## src/rtl/wb_queue_pkg.sv

```systemverilog
// Shared types and defaults for the write-back queue (package wb_pkg).
package wb_pkg;

  localparam int COUNT_DEF = 2;
  localparam int DW_DEF    = 8;
  localparam int DEPTH_DEF = 4;

  typedef struct packed {
    logic [COUNT_DEF-1:0] addr;
    logic [DW_DEF-1:0]    data;
  } wb_req_t;

  function automatic int occ_width(input int depth);
    return $clog2(depth + 1);
  endfunction

endpackage

```

## src/rtl/wb_queue_fifo.sv

```systemverilog
// Synchronous FIFO of write requests. Every entry's address and liveness is
// exported so the parent can build the pending-write mask.
module wb_fifo
  import wb_pkg::*;
#(
  parameter int DEPTH = DEPTH_DEF
) (
  input  logic                               clk,
  input  logic                               rst_n,
  input  logic                               push,
  input  wb_req_t                            push_req,
  input  logic                               pop,
  output wb_req_t                            head,
  output logic                               full,
  output logic                               empty,
  output logic [occ_width(DEPTH)-1:0]        occupancy,
  output logic [DEPTH-1:0]                   ent_valid,
  output logic [DEPTH-1:0][COUNT_DEF-1:0]    ent_addr
);

  localparam int AW = $clog2(DEPTH);
  localparam int OW = occ_width(DEPTH);

  wb_req_t         mem [DEPTH];
  logic [AW-1:0]   wr_ptr;
  logic [AW-1:0]   rd_ptr;
  logic [OW-1:0]   occ;
  logic            do_push;
  logic            do_pop;

  assign full      = (occ == OW'(DEPTH));
  assign empty     = (occ == OW'(0));
  assign occupancy = occ;
  assign head      = mem[rd_ptr];
  assign do_push   = push && !full;
  assign do_pop    = pop && !empty;

  always_ff @(posedge clk or negedge rst_n) begin
    if (!rst_n) begin
      wr_ptr <= '0;
      rd_ptr <= '0;
      occ    <= '0;
      for (int i = 0; i < DEPTH; i++) mem[i] <= '0;
    end else begin
      if (do_push) begin
        mem[wr_ptr] <= push_req;
        wr_ptr      <= wr_ptr + AW'(1);
      end
      if (do_pop) rd_ptr <= rd_ptr + AW'(1);
      case ({do_push, do_pop})
        2'b10:   occ <= occ + OW'(1);
        2'b01:   occ <= occ - OW'(1);
        default: occ <= occ;
      endcase
    end
  end

  // An entry is live when its distance from the read pointer is below occupancy.
  always_comb begin
    for (int i = 0; i < DEPTH; i++) begin
      ent_valid[i] = ({1'b0, AW'(AW'(i) - rd_ptr)} < occ);
      ent_addr[i]  = mem[i].addr;
    end
  end

endmodule

```

## src/rtl/wb_queue.sv

```systemverilog
// Write-back queue driving the register-file write port. Defining
// WB_QUEUE_BYPASS_EN lets a request into an empty, unheld queue skip the FIFO.
module wb_queue
  import wb_pkg::*;
#(
  parameter int count = COUNT_DEF,
  parameter int DW    = DW_DEF,
  parameter int DEPTH = DEPTH_DEF
) (
  input  logic                         clk,
  input  logic                         rst_n,
  input  logic                         req_valid,
  output logic                         req_ready,
  input  logic [count-1:0]             req_addr,
  input  logic [DW-1:0]                req_data,
  input  logic                         hold,
  output logic                         wr_en,
  output logic [count-1:0]             wr_addr,
  output logic [DW-1:0]                wr_data,
  output logic [2**count-1:0]          pending,
  output logic [occ_width(DEPTH)-1:0]  occupancy
);

  wb_req_t                       req;
  wb_req_t                       head;
  logic                          full;
  logic                          empty;
  logic                          accept;
  logic                          pop;
  logic                          bypass;
  logic [DEPTH-1:0]              ent_valid;
  logic [DEPTH-1:0][count-1:0]   ent_addr;

  assign req.addr  = req_addr;
  assign req.data  = req_data;
  assign req_ready = !full;
  assign accept    = req_valid && !full;
  assign pop       = !hold && !empty;

`ifdef WB_QUEUE_BYPASS_EN
  assign bypass = accept && empty && !hold;
`else
  assign bypass = 1'b0;
`endif

  wb_fifo #(.DEPTH(DEPTH)) u_fifo (
    .clk       (clk),
    .rst_n     (rst_n),
    .push      (accept && !bypass),
    .push_req  (req),
    .pop       (pop),
    .head      (head),
    .full      (full),
    .empty     (empty),
    .occupancy (occupancy),
    .ent_valid (ent_valid),
    .ent_addr  (ent_addr)
  );

  // Output stage: one registered strobe per retired entry; address/data hold otherwise.
  always_ff @(posedge clk or negedge rst_n) begin
    if (!rst_n) begin
      wr_en   <= 1'b0;
      wr_addr <= '0;
      wr_data <= '0;
    end else if (pop) begin
      wr_en   <= 1'b1;
      wr_addr <= head.addr;
      wr_data <= head.data;
    end else if (bypass) begin
      wr_en   <= 1'b1;
      wr_addr <= req_addr;
      wr_data <= req_data;
    end else begin
      wr_en   <= 1'b0;
    end
  end

  always_comb begin
    pending = '0;
    for (int i = 0; i < DEPTH; i++) begin
      pending[ent_addr[i]] = pending[ent_addr[i]] | ent_valid[i];
    end
    pending[wr_addr] = pending[wr_addr] | wr_en;
  end

endmodule

```

## config.mk

```make
export PLATFORM = sky130hd
export DESIGN_NAME = wb_queue
export DESIGN_NICKNAME = d
export VERILOG_FILES = /design/src/rtl/wb_queue_pkg.sv /design/src/rtl/wb_queue_fifo.sv /design/src/rtl/wb_queue.sv
export SDC_FILE = /design/constraint.sdc
export NUM_CORES = 1
export LEC_CHECK = 0
export BUFFER_PORTS_ARGS = -buffer_cell sky130_fd_sc_hd__buf_2
export CORE_AREA = 2 2 78 80
export DETAILED_ROUTE_END_ITERATION = 10
export DIE_AREA = 0 0 80 82
export PLACE_DENSITY = 0.74
export RECOVER_POWER = 50
export SYNTH_ARGS = -nofsm -noshare
export SYNTH_HDL_FRONTEND = slang
export SYNTH_SLANG_ARGS = --single-unit
```

## constraint.sdc

```tcl
create_clock -name clk -period 2.4 [get_ports clk]
set_clock_uncertainty 0.1 [all_clocks]
set_input_delay 0.12 -clock clk [delete_from_list [all_inputs] [get_ports clk]]
set_output_delay 0.12 -clock clk [all_outputs]
set_load 0.005 [all_outputs]
```

==> results.sh <==
export IMPL_vias=1952
export IMPL_cts_buffers_inserted=9
export IMPL_required_ps=2180
export IMPL_synth_top_cell_by_area="dfrtp_1"
export IMPL_clkSinkCount=58
export IMPL_yosys_warnings=0
export IMPL_drtIter0Drc=82
export IMPL_grt_pass1_wl_um=9830
export IMPL_drv_cap=1
export IMPL_p_leak_uw=0.00160
export IMPL_hpwl_um=3760
export IMPL_critPathMaxFanout=13
export IMPL_grt_start_max_net_pins=31
export IMPL_clk_path_buf_depth=2
export IMPL_ys_ff_latch=58
export IMPL_violations="max-capacitance violations, max-slew violations, negative setup slack"
export IMPL_synth_fp_nets=235
export IMPL_viasPerCell=5.66
export IMPL_multi_input_area_um2=1490
export IMPL_drcViolationCount=0
export IMPL_async_flop_share_pct=100
export IMPL_io_buffers=32
export IMPL_die_w_um=80
export IMPL_grt_overflow=0
export IMPL_drt_total_wl_um=6220
export IMPL_hold_depth=3
export IMPL_synth_most_common_cell="dfrtp_1"
export IMPL_diodes=0
export IMPL_synth_edff_count=0
export IMPL_fmax_ghz=0.404
export IMPL_reg2reg_depth=7
export IMPL_crit_path_end_kind="output port"
export IMPL_path_class="reg2out"
export IMPL_period_minus_slack_ps=2470
export IMPL_synth_top_area_share_pct=50.1
export IMPL_cts_htree_levels=3
export IMPL_dieArea_um2=6560
export IMPL_gp_congestion=0.816
export IMPL_synthToLayoutAreaGrowth_pct=25.2
export IMPL_arrival_ps=2250
export IMPL_timing_final_crit_share_pct=103
export IMPL_cts_root_buf="clkbuf_8"
export IMPL_grt_use_total_pct=20.5
export IMPL_setup_violations=4
export IMPL_io_pins=33
export IMPL_slew_headroom_pct=-1.53
export IMPL_whs_ps=84.5
export IMPL_syn_area_um2=2900
export IMPL_initial_core_util_pct=50.5
export IMPL_worstSkewPairLatency_ps=330
export IMPL_synth_common_cells="58 x dfrtp_1, 47 x mux2_2, 14 x inv_1, 10 x mux4_2, 9 x ha_1"
export IMPL_ys_seq_area_share_pct=50.1
export IMPL_nFillCells=437
export IMPL_finalHoldViolCount=0
export IMPL_maxSlewViolCount=30
export IMPL_cts_tree="yes"
export IMPL_worst_pin_slew_ps=1520
export IMPL_outcome="complete, but fails checks"
export IMPL_rsz0062_at_grt="yes"
export IMPL_hold_path_class="in2reg"
export IMPL_ys_types=37
export IMPL_cp_start_kind="flip-flop"
export IMPL_first_global_vias=1964
export IMPL_irDropWorstVdd_uv=717
export IMPL_die_h_um=82
export IMPL_postSynthAreaPerCell_um2=13.7
export IMPL_wire_per_inst_um=18.0
export IMPL_final_net_count=289
export IMPL_yosys_top_cells_area="dfrtp_1 50%, mux2_2 18%, mux4_2 7.8%"
export IMPL_syn_inst=211
export IMPL_cts_clk_slew_worst_paths_ps=70
export IMPL_drtAntennaViolNets=0
export IMPL_power_density_nw_per_um2=1570
export IMPL_core_area_um2=5750
export IMPL_seqCellArea_um2=1450
export IMPL_synth_main_ff_cell="dfrtp_1"
export IMPL_rows=28
export IMPL_dp_slack_ps=168
export IMPL_antenna_found_initial=0
export IMPL_fin_ws_ps=-74.0
export IMPL_first_pass_iters=5
export IMPL_rrSetupSlack_ps=170
export IMPL_layout_drive_gt1_share_pct=47.4
==> metrics by stage <==
step                power (uW)  cell area (um^2)  cells  TNS, ps  utilization, %
finish                    5700              3630    345     -163            63.2
global route              6060              3630    345    -2640            63.2
CTS                       5520              3580    345    -42.3            62.4
detailed placement        4200              3160    316        0            55.1
global placement          4080              3160    316        0            55.1
floorplan                 3540              2900    211        0               -
==> area by class of cell <==
cell class | instances | share of cell area, %
Multi-Input combinational cell | 133 | 40.9
Sequential cell | 58 | 40.0
Timing Repair Buffer | 49 | 8.75
Clock buffer | 12 | 4.27
Tap cell | 75 | 2.58
Clock inverter | 4 | 2.03
Inverter | 14 | 1.45
==> cells in the final DEF (no fill, tap or decap), types with 2 or more instances in the layout <==
master	n
dfrtp_1	57
mux2_2	47
buf_2	28
inv_1	13
clkbuf_8	11
dlygate4sd3_1	11
mux4_2	10
ha_1	8
nand2_1	6
clkbuf_1	5
nor2_1	4
xor2_1	4
nand3_1	4
nand2_4	4
xnor2_1	4
buf_4	4
a21oi_1	3
o211ai_1	3
mux2_1	3
nor2b_1	2
a2111oi_2	2
a311oi_2	2
nand3b_1	2
nand4_1	2
o21ai_0	2
bufinv_16	2
==> report_power, final <==
part	internal, uW	total [uW]	switching, uW	leakage (uW)
combinational	1500	2750	1250	0.000793
clock	642	1030	387	0.000117
sequential	1490	1910	427	0.000689
==> worst max-delay path, cell delays in order, from the launching register on <==
cell and delay, ps:
dfrtp_1 410, buf_8 190, inv_1 60, ha_1 300, a21oi_2 210, o21ai_2 130, a311oi_2 340, o211ai_1 130
buf_2 140
==> cell families (layout without fill, tap and decap cells) <==
kind of cell	count (synthesis)	after routing	share of synthesized area [%]
muxes	60	60	27.2
xor gates and xnor gates	9	9	2.72
buffers and inverters	20	79	2.93
AOI/OAI and AO/OA	22	22	5.65
and+or+nand+nor	32	32	6.86
adders and majority gates	10	10	4.57
DFF	58	58	50.1
==> sequential cells by signal, summed over array words and instances, names as in the netlist <==
register / cells
u_fifo.mem: 32
u_fifo.ent_addr: 8
wr_data: 8
u_fifo.occupancy: 3
u_fifo.rd_ptr: 2
u_fifo.wr_ptr: 2
wr_addr: 2
wr_en: 1
==> final timing paths <==
path	from	endpoint
max in group asynchronous	rst_n	u_fifo.occupancy[2]
worst min-delay path	hold	wr_en
worst min register to register	u_fifo.mem[23]	u_fifo.mem[23]
min in group asynchronous	rst_n	u_fifo.mem[5]
worst max-delay path	u_fifo.rd_ptr[1]	pending[3]
worst max register to register	u_fifo.occupancy[0]	u_fifo.occupancy[1]
==> layer usage <==
layer | vias to the layer above | GRT usage [%] | share of wire (%)
met5 | - | 0 | 0
met4 | 0 | 7.63 | 2.6
met3 | 20 | 4.84 | 3.2
met2 | 56 | 34.4 | 50
met1 | 994 | 26.0 | 44
li1 | 882 | - | -
==> repair_timing <==
item | 4_1_cts | 5_1_grt
pin swaps | 7 | 5
setup endpoints to repair | 4 | 5
setup buffers | 2 | 0
hold buffers | 11 | 0
endpoints found under the hold margin | 68 | 0
resized for setup | 15 | 12
Power figures use the tool's default switching activity.
